**src/rtl/seq_pkg.sv**
```systemverilog
// Shared constants for the instruction sequencer: state codes, special
// instruction words, fault codes and the sequential PC increment.
package seq_pkg;

    localparam logic [2:0] S_IDLE  = 3'd0;
    localparam logic [2:0] S_FETCH = 3'd1;
    localparam logic [2:0] S_WAIT  = 3'd2;
    localparam logic [2:0] S_EXEC  = 3'd3;
    localparam logic [2:0] S_WB    = 3'd4;
    localparam logic [2:0] S_HALT  = 3'd5;
    localparam logic [2:0] S_FAULT = 3'd6;

    localparam logic [31:0] NOP_INSTR    = 32'h0000_0013;
    localparam logic [31:0] EBREAK_INSTR = 32'h0010_0073;

    localparam logic [1:0] FC_NONE     = 2'd0;
    localparam logic [1:0] FC_TIMEOUT  = 2'd1;
    localparam logic [1:0] FC_ILLEGAL  = 2'd2;
    localparam logic [1:0] FC_MISALIGN = 2'd3;

    localparam logic [31:0] PC_STEP = 32'd4;

endpackage

```
**src/rtl/seq_timeout.sv**
```systemverilog
// Loadable 8-bit down-counter; expire_o flags the decrement that would
// take the count from 1 to 0, i.e. the last permitted wait cycle.
module seq_timeout (
    input  logic       clk_i,
    input  logic       rst_ni,
    input  logic       load_i,
    input  logic [7:0] load_val_i,
    input  logic       dec_i,
    output logic       expire_o
);

    logic [7:0] cnt_q, cnt_d;

    always_comb begin
        cnt_d = cnt_q;
        if (load_i) begin
            cnt_d = load_val_i;
        end else if (dec_i && cnt_q != 8'd0) begin
            cnt_d = cnt_q - 8'd1;
        end
    end

    assign expire_o = dec_i && !load_i && (cnt_q == 8'd1);

    always_ff @(posedge clk_i or negedge rst_ni) begin
        if (!rst_ni) begin
            cnt_q <= 8'd0;
        end else begin
            cnt_q <= cnt_d;
        end
    end

endmodule

```
**src/rtl/instr_sequencer.sv**
```systemverilog
// Multi-cycle control unit: owns PC/IR, fetches from variable-latency
// instruction memory, pulses reg_we once per instruction, halts and faults.
module instr_sequencer #(
    parameter logic [31:0] RESET_PC = 32'h0000_0000,
    parameter int unsigned TIMEOUT  = 255,
    parameter int unsigned CNT_W    = 32
) (
    input  logic             clk_i,
    input  logic             rst_ni,
    input  logic             run_i,
    input  logic             step_i,
    input  logic             clear_i,
    output logic             imem_req_o,
    output logic [31:0]      imem_addr_o,
    input  logic             imem_valid_i,
    input  logic [31:0]      imem_rdata_i,
    input  logic             jump_valid_i,
    input  logic [31:0]      jump_target_i,
    output logic [31:0]      pc_o,
    output logic [31:0]      ir_o,
    output logic             reg_we_o,
    output logic             busy_o,
    output logic             halted_o,
    output logic             fault_o,
    output logic [1:0]       fault_code_o,
    output logic [CNT_W-1:0] retired_o
);
    import seq_pkg::*;

    logic [2:0]       state_q, state_d;
    logic [31:0]      pc_q, pc_d;
    logic [31:0]      ir_q, ir_d;
    logic [CNT_W-1:0] ret_q, ret_d;
    logic [1:0]       code_q, code_d;
    logic             single_q, single_d;
    logic             req_q, we_q, halted_q, fault_q;
    logic             tmr_load, tmr_dec, tmr_expire;
    logic             jump_bad;

    assign jump_bad = jump_valid_i && (jump_target_i[1:0] != 2'b00);

    seq_timeout u_timeout (
        .clk_i      (clk_i),
        .rst_ni     (rst_ni),
        .load_i     (tmr_load),
        .load_val_i (8'(TIMEOUT)),
        .dec_i      (tmr_dec),
        .expire_o   (tmr_expire)
    );

    always_comb begin
        state_d  = state_q;
        pc_d     = pc_q;
        ir_d     = ir_q;
        ret_d    = ret_q;
        code_d   = code_q;
        single_d = single_q;
        tmr_load = 1'b0;
        tmr_dec  = 1'b0;
        case (state_q)
            S_IDLE: begin
                if (run_i) begin
                    state_d  = S_FETCH;
                    single_d = 1'b0;
                end else if (step_i) begin
                    state_d  = S_FETCH;
                    single_d = 1'b1;
                end
            end
            S_FETCH: begin
                tmr_load = 1'b1;
                state_d  = S_WAIT;
            end
            S_WAIT: begin
                // data arriving on the last allowed cycle still wins over the timeout
                if (imem_valid_i) begin
                    ir_d    = imem_rdata_i;
                    state_d = S_EXEC;
                end else begin
                    tmr_dec = 1'b1;
                    if (tmr_expire) begin
                        state_d = S_FAULT;
                        code_d  = FC_TIMEOUT;
                    end
                end
            end
            S_EXEC: begin
                if (ir_q == EBREAK_INSTR) begin
                    state_d = S_HALT;
                end else if (ir_q[1:0] != 2'b11) begin
                    state_d = S_FAULT;
                    code_d  = FC_ILLEGAL;
                end else begin
                    state_d = S_WB;
                end
            end
            S_WB: begin
                if (jump_bad) begin
                    state_d = S_FAULT;
                    code_d  = FC_MISALIGN;
                end else begin
                    pc_d    = jump_valid_i ? jump_target_i : pc_q + PC_STEP;
                    ret_d   = ret_q + CNT_W'(1);
                    state_d = (run_i && !single_q) ? S_FETCH : S_IDLE;
                end
            end
            S_HALT, S_FAULT: begin
                if (clear_i) begin
                    state_d = S_IDLE;
                    code_d  = FC_NONE;
                end
            end
            default: state_d = S_IDLE;
        endcase
    end

    always_ff @(posedge clk_i or negedge rst_ni) begin
        if (!rst_ni) begin
            state_q  <= S_IDLE;
            pc_q     <= RESET_PC;
            ir_q     <= NOP_INSTR;
            ret_q    <= '0;
            code_q   <= FC_NONE;
            single_q <= 1'b0;
            req_q    <= 1'b0;
            we_q     <= 1'b0;
            halted_q <= 1'b0;
            fault_q  <= 1'b0;
        end else begin
            state_q  <= state_d;
            pc_q     <= pc_d;
            ir_q     <= ir_d;
            ret_q    <= ret_d;
            code_q   <= code_d;
            single_q <= single_d;
            req_q    <= (state_d == S_FETCH);
            we_q     <= (state_d == S_WB);
            halted_q <= (state_d == S_HALT);
            fault_q  <= (state_d == S_FAULT);
        end
    end

    // The write pulse is registered on entry to WB; a misaligned jump seen
    // during WB must still suppress it in the same cycle.
    assign reg_we_o     = we_q && !jump_bad;
    assign imem_req_o   = req_q;
    assign imem_addr_o  = pc_q;
    assign pc_o         = pc_q;
    assign ir_o         = ir_q;
    assign busy_o       = (state_q == S_FETCH) || (state_q == S_WAIT) ||
                          (state_q == S_EXEC)  || (state_q == S_WB);
    assign halted_o     = halted_q;
    assign fault_o      = fault_q;
    assign fault_code_o = code_q;
    assign retired_o    = ret_q;

endmodule

```
**config.mk**
```make
export PLATFORM = sky130hd
export DESIGN_NAME = instr_sequencer
export DESIGN_NICKNAME = d
export VERILOG_FILES = /design/src/rtl/seq_pkg.sv /design/src/rtl/seq_timeout.sv /design/src/rtl/instr_sequencer.sv
export SDC_FILE = /design/constraint.sdc
export NUM_CORES = 1
export LEC_CHECK = 0
export CORE_MARGIN = 2
export CORE_UTILIZATION = 25
export CTS_CLUSTER_DIAMETER = 80
export DETAILED_ROUTE_END_ITERATION = 16
export PLACE_DENSITY = 0.47
export REMOVE_ABC_BUFFERS = 1
export SYNTH_ARGS = -nofsm -noshare
export SYNTH_HDL_FRONTEND = slang
export SYNTH_SLANG_ARGS = --single-unit
```
**constraint.sdc**
```tcl
create_clock -name clk_i -period 2.7 [get_ports clk_i]
set_input_delay 0.405 -clock clk_i [delete_from_list [all_inputs] [get_ports clk_i]]
set_output_delay 0.405 -clock clk_i [all_outputs]
set_load 0.05 [all_outputs]
```
; Yosys cells after proc, flatten, opt, wreduce, memory -nomap -nowiden
; Cells that the tools add are included.
[totals]
regBits = 114
input_bits = 71
wordCells = 82
[op_classes]
add_sub_neg = 3
n_eq_ne = 19
muxes = 25
bitwise_logic = 1
n_reduce_logical = 23
[op_table]
columns = operator, count
row1 = "adder 32 x 1 -> 32 bit, second input constant", 1
row2 = "adder 32 x 3 -> 32 bit, second input constant", 1
row3 = "equality test 32 x 21 -> 1 bit, second input constant", 1
row4 = 2-to-1 mux 32 bit, 1
row5 = "equality test 3 bit, second input constant", 6
row6 = 2-to-1 mux 3 bit, 6
row7 = one-hot mux 3 bit (6 select lines), 1
row8 = 2-to-1 mux 2 bit, 8
row9 = 2-to-1 mux 8 bit, 2
row10 = "inequality test 2 bit, second input constant", 7
row11 = "equality test 8 x 1 -> 1 bit, second input constant", 1
row12 = one-hot mux 2 bit (4 select lines), 1
row13 = nonzero test 8 bit, 1
row14 = "subtractor 8 x 1 -> 8 bit, second input constant", 1
row15 = AND reduction 7 bit, 1
row16 = "equality test 3 x 1 -> 1 bit, second input constant", 2
row17 = "equality test 3 x 2 -> 1 bit, second input constant", 2
row18 = logical AND 1 bit, 6
row19 = 2-to-1 mux 1 bit, 6
row20 = AND reduction 2 bit, 3
row21 = nonzero test 2 bit, 3
row22 = nonzero test 4 bit, 1
row23 = zero test 1 bit, 3
row24 = zero test 3 bit, 1
row25 = 3 further kinds, 5

; Logic depth before layout (Yosys ltp)
[logic_depth]
ltp_word = 9
ltp_mapped = 7

; Modules after synthesis
; Synthesis repeated with hierarchy kept, for this count alone.
[hier_totals]
cells_unflattened = 617
area_unflattened_um2 = 6164.7
[modules_own_cells]
columns = mod, instances, cells_each, area_each_um2
row1 = instr_sequencer, 1, 547, 5527.8
row2 = seq_timeout, 1, 70, 636.9

; Worst setup path before layout
; Ideal clock, no wire load.
[synth_path]
path_type = reg-to-reg
start = reg pc_q[2], in the netlist imem_addr_o[2]
end = reg pc_q[24], in the netlist imem_addr_o[24]
arrival_time_ns = 2.246
path_slack_ns = 0.317
stages_incl_launch_ff = 7
n_path_buf = 0
synth_period_minus_slack_ns = 2.383
cell_sequence = dfrtp_1 ha_1 nand3_1 nor4_1 nand3_1 mux2i_1 a21oi_1
[synth_between]
elab_chain_len = 2
[synth_lines]
columns = element, line
row1 = "start, declared", instr_sequencer.sv:31  ; logic [31:0] pc_q, pc_d;
row2 = "start signal, assigned", instr_sequencer.sv:131  ; pc_q <= pc_d;
row3 = adder 32 x 3 -> 32 bit, instr_sequencer.sv:102  ; pc_d = jump_valid_i ? jump_target_i : pc_q + PC_STEP;
row4 = 2-to-1 mux 32 bit, instr_sequencer.sv:102
; No other way between the ends.
; A chain may end at the register's enable or synchronous reset.

; Worst setup path in the final report
[layout_path]
start = reg pc_q[6], in the netlist imem_addr_o[6]
end = out pc_o[6]
[layout_rtl]
columns = element, line
row1 = "end, declared", instr_sequencer.sv:19  ; output logic [31:0] pc_o,
; No word-level cell between the ends.

==> results.tsv <==
stage	metric	value	unit
run_status	status	completed	
power	maximum VDD drop	0.724	mV
global_routing	number of global-route vias before repair	5398	
timing	Slew headroom	0.513	
route	Via density	4.66	
global_routing	global-route wire length before repair	28.7	mm
worst_setup_path	Startpoint Class	flop	
yosys	Primary FF master, synth	dfrtp_1	
route	Total Wirelength	18.0	mm
worst_setup_path	Buf/Inv on CP	1	
clocking	Reg clk slew, reported paths	0.06	ns
worst_setup_path	R2R setup slack	0.51	ns
worst_setup_path	Reg-to-Reg End	imem_addr_o[29]	
finish	share of cells above drive strength 1	0.133	
route	vias	5202	
yosys	synth warn	0	
clocking	CTS max path bufs	2	
floorplanning	Die X	158	um
yosys	simple-gate share of the synthesized area	0.209	
yosys	Mapped Cells	594	
worst_setup_path	crit-path max cell delay	0.88	ns
timing	Slew Viols, Final	0	
finish	Syn-to-layout area delta	49.4	%
clocking	cts hold-fix bufs	0	
worst_setup_path	CP max FO	10	
timing	worst slew pin tran	0.730	ns
timing	WHS	0.0336	ns
worst_setup_path	worst-path cell chain	clkdlybuf4s50_1	
floorplanning	Die Footprint	0.0251	mm2
global_routing	Overflow after GRT	0	
timing	# setup viols final	0	
yosys	synth unique cells	49	
floorplanning	core area	0.0234	mm2
clocking	Post-CTS Setup Bufs	0	
clocking	CTS H-tree depth	4	
route	Iter 0 DRT Violations	224	
clocking	CTS Root Cell	clkbuf_16	
power	Tot Pwr	9.08	mW
power	power density over the cells	1020	mW/mm2
global_routing	pin count of the biggest net entering global routing	52	
timing	Max Clock Freq	0.445	GHz
placed_design	RD Place Congestion	0.802	
timing	post-route minimum period	2.24	ns
timing	RSZ-0062 raised after global routing	false	
worst_setup_path	critical path class	flop to output pin	
yosys	Synth top area share	0.467	
min_path	HP Class	input port to async pin	
clocking	post_cts resized	0	
power	static leakage	3.56	nW
worst_setup_path	Register-to-Register Path Depth	5	
yosys	Seq cells post-synth	114	
yosys	post-synthesis async set-or-reset flop share	1.00	
worst_setup_path	CP Capture Type	output pin	
placed_design	count of buffers from port buffering	205	
yosys	Synth Area in XOR/XNOR	0.0574	
floorplanning	DIE HEIGHT	158	um
timing	Hold Fails Final Rpt	0	
worst_setup_path	Critical R2R Launch	imem_addr_o[18]	
worst_setup_path	Worst path slowest cell	clkdlybuf4s50_1	
yosys	Area contributors post-synth	dfrtp_1 (47%), mux2_2 (6.4%), xnor2_1 (4.3%)	
floorplanning	Placement Rows	56	
global_routing	initial antenna violation count	0	
yosys	Mapped Area	0.00595	mm2
worst_setup_path	Top delay family on crit path	buffers and inverters	
clocking	CTS Buf Count	17	
floorplanning	Initial Utilization	0.254	
worst_setup_path	Worst EP arrival	1.84	ns
yosys	Synth area leader	dfrtp_1	
yosys	Synth Area in Compound Gates	0.0801	
route	drt wl/cell	16.1	um
yosys	mux contribution to synthesized area	0.0980	
yosys	largest family of logic cells by synthesized area	simple AND/OR/NAND/NOR gates	
yosys	adder-cell share of the synthesized area	0.0105	
yosys	Post-synth EDFFs	0	
clocking	CTS tree	yes	
yosys	register area share after synthesis	0.480	
clocking	clk_lat worst skew	0.41	ns
route	Pre-antenna DRT Iters	4	
clocking	clk sinks	114	
route	Residual DRC	0	
finish	Diodes inserted	0	
finish	Nets	860	
route	final antenna-violating net count	0	
global_routing	total global-route track usage	0.145	
yosys	Mean Syn Cell Area	10.0	um2
timing	final worst-path cycle share	0.831	
timing	Clock Skews	0.00873	ns
worst_setup_path	Req. time, crit path	2.30	ns
placed_design	HPWL after detailed placement	13.1	mm
run	max cap viols	0	
floorplanning	Ports	206	
## worst register-to-register path, delay by kind of cell, from the launching register on
| family | cells | cell delay [ns] |
|---|---|---|
| mux | 1 | 0.37 |
| flops | 1 | 0.48 |
| simple gates | 4 | 1.26 |
## worst max-delay path by stage
stage | from | to | slack (ns) | depth (start not counted)
floorplan | state_q[1] | imem_addr_o[26] | -1.40 | 5
detailed placement | imem_valid_i | fault_code_o[1] | 0.38 | 5
finish | imem_addr_o[6] | pc_o[6] | 0.46 | 1
global route | imem_addr_o[8] | imem_addr_o[29] | 0.36 | 5
global placement | jump_target_i[0] | retired_o[19] | 0.38 | 8
CTS | state_q[2] | busy_o | 0.13 | 4
## cells in the mapped netlist, types with 2 or more instances
cell and number:
a21oi_1 32, nor2b_1 6, ha_1 5, buf_4 32, xor2_1 10, dfrtp_1 111
a31oi_1 2, o21ai_0 12, nor3_1 17, nand2b_1 2, buf_2 5, or4_1 3
nor4_1 14, mux2_2 34, or2_2 6, xnor2_1 29, nor3b_1 2, nand3b_1 3
mux2i_1 20, nand3_1 42, nand4_1 24, and4_1 3, inv_1 13, nand2_1 52
and3_1 17, nor2_1 26, and2_1 8, clkbuf_1 18, dfstp_2 3, o22ai_1 24
## cell families (layout without fill, tap and decap cells)
kind of cell | after synthesis | count (layout)
AND/OR/NAND/NOR | 233 | 233
flip-flops | 114 | 114
AO/OA/AOI/OAI | 80 | 80
buffers and inverters | 69 | 272
multiplexers | 54 | 54
XOR/XNOR | 39 | 39
adder cells (fa/ha/maj) | 5 | 5
## report_power, final
| part | switching [mW] | leakage [nW] | internal [mW] |
|---|---|---|---|
| clock | 0.880 | 0.311 | 1.58 |
| sequential | 0.492 | 1.44 | 2.15 |
| combinational | 2.49 | 1.81 | 1.48 |
| total | 3.86 | 3.56 | 5.22 |
## routing by layer
layer	global-route usage	up-vias	wire, um
li1	-	2491	-
met1	0.187	2535	8070
met2	0.236	162	8510
met3	0.0452	14	1150
met4	0.0395	0	242
met5	0	-	0
## sequential cells by signal, indices dropped and copies added, names as in the netlist
signal / flops
we_q: 1
halted_o: 1
ir_o: 32
imem_req_o: 1
u_timeout.cnt_q: 8
retired_o: 32
state_q: 3
single_q: 1
fault_o: 1
fault_code_o: 2
imem_addr_o: 32
## layout by cell type, fill, tap and decap left out, types with 14 or more instances in the layout
cell type          n
clkdlybuf4s50_1  202
dfrtp_1          111
nand2_1           52
nand3_1           42
mux2_2            34
a21oi_1           32
xnor2_1           29
nor2_1            25
o22ai_1           24
nand4_1           24
buf_4             23
mux2i_1           20
nor3_1            17
and3_1            17
clkbuf_16         17
nor4_1            14
## area by class of cell
| cell class | instances | area [um2] |
|---|---|---|
| Fill cell | 2374 | 14500 |
| Sequential cell | 114 | 2860 |
| Multi-Input combinational cell | 411 | 2720 |
| Timing Repair Buffer | 227 | 2230 |
| Clock buffer | 18 | 439 |
| Tap cell | 319 | 399 |
| Clock inverter | 14 | 203 |
| Inverter | 13 | 48.8 |
## metrics by stage
stage                     setup slack [ns]  area (um2)  instances  utilization  TNS, ns
after floorplan                      -1.40        5610        538            -   -70.67
after global placement               0.379        8250       1084        0.353        0
after detailed placement             0.375        8250       1084        0.353        0
after CTS                            0.129        8890       1116        0.380        0
after global routing                 0.357        8890       1116        0.380        0
final                                0.455        8890       1116        0.380        0
Note: power is estimated with default switching activity, not from simulation.
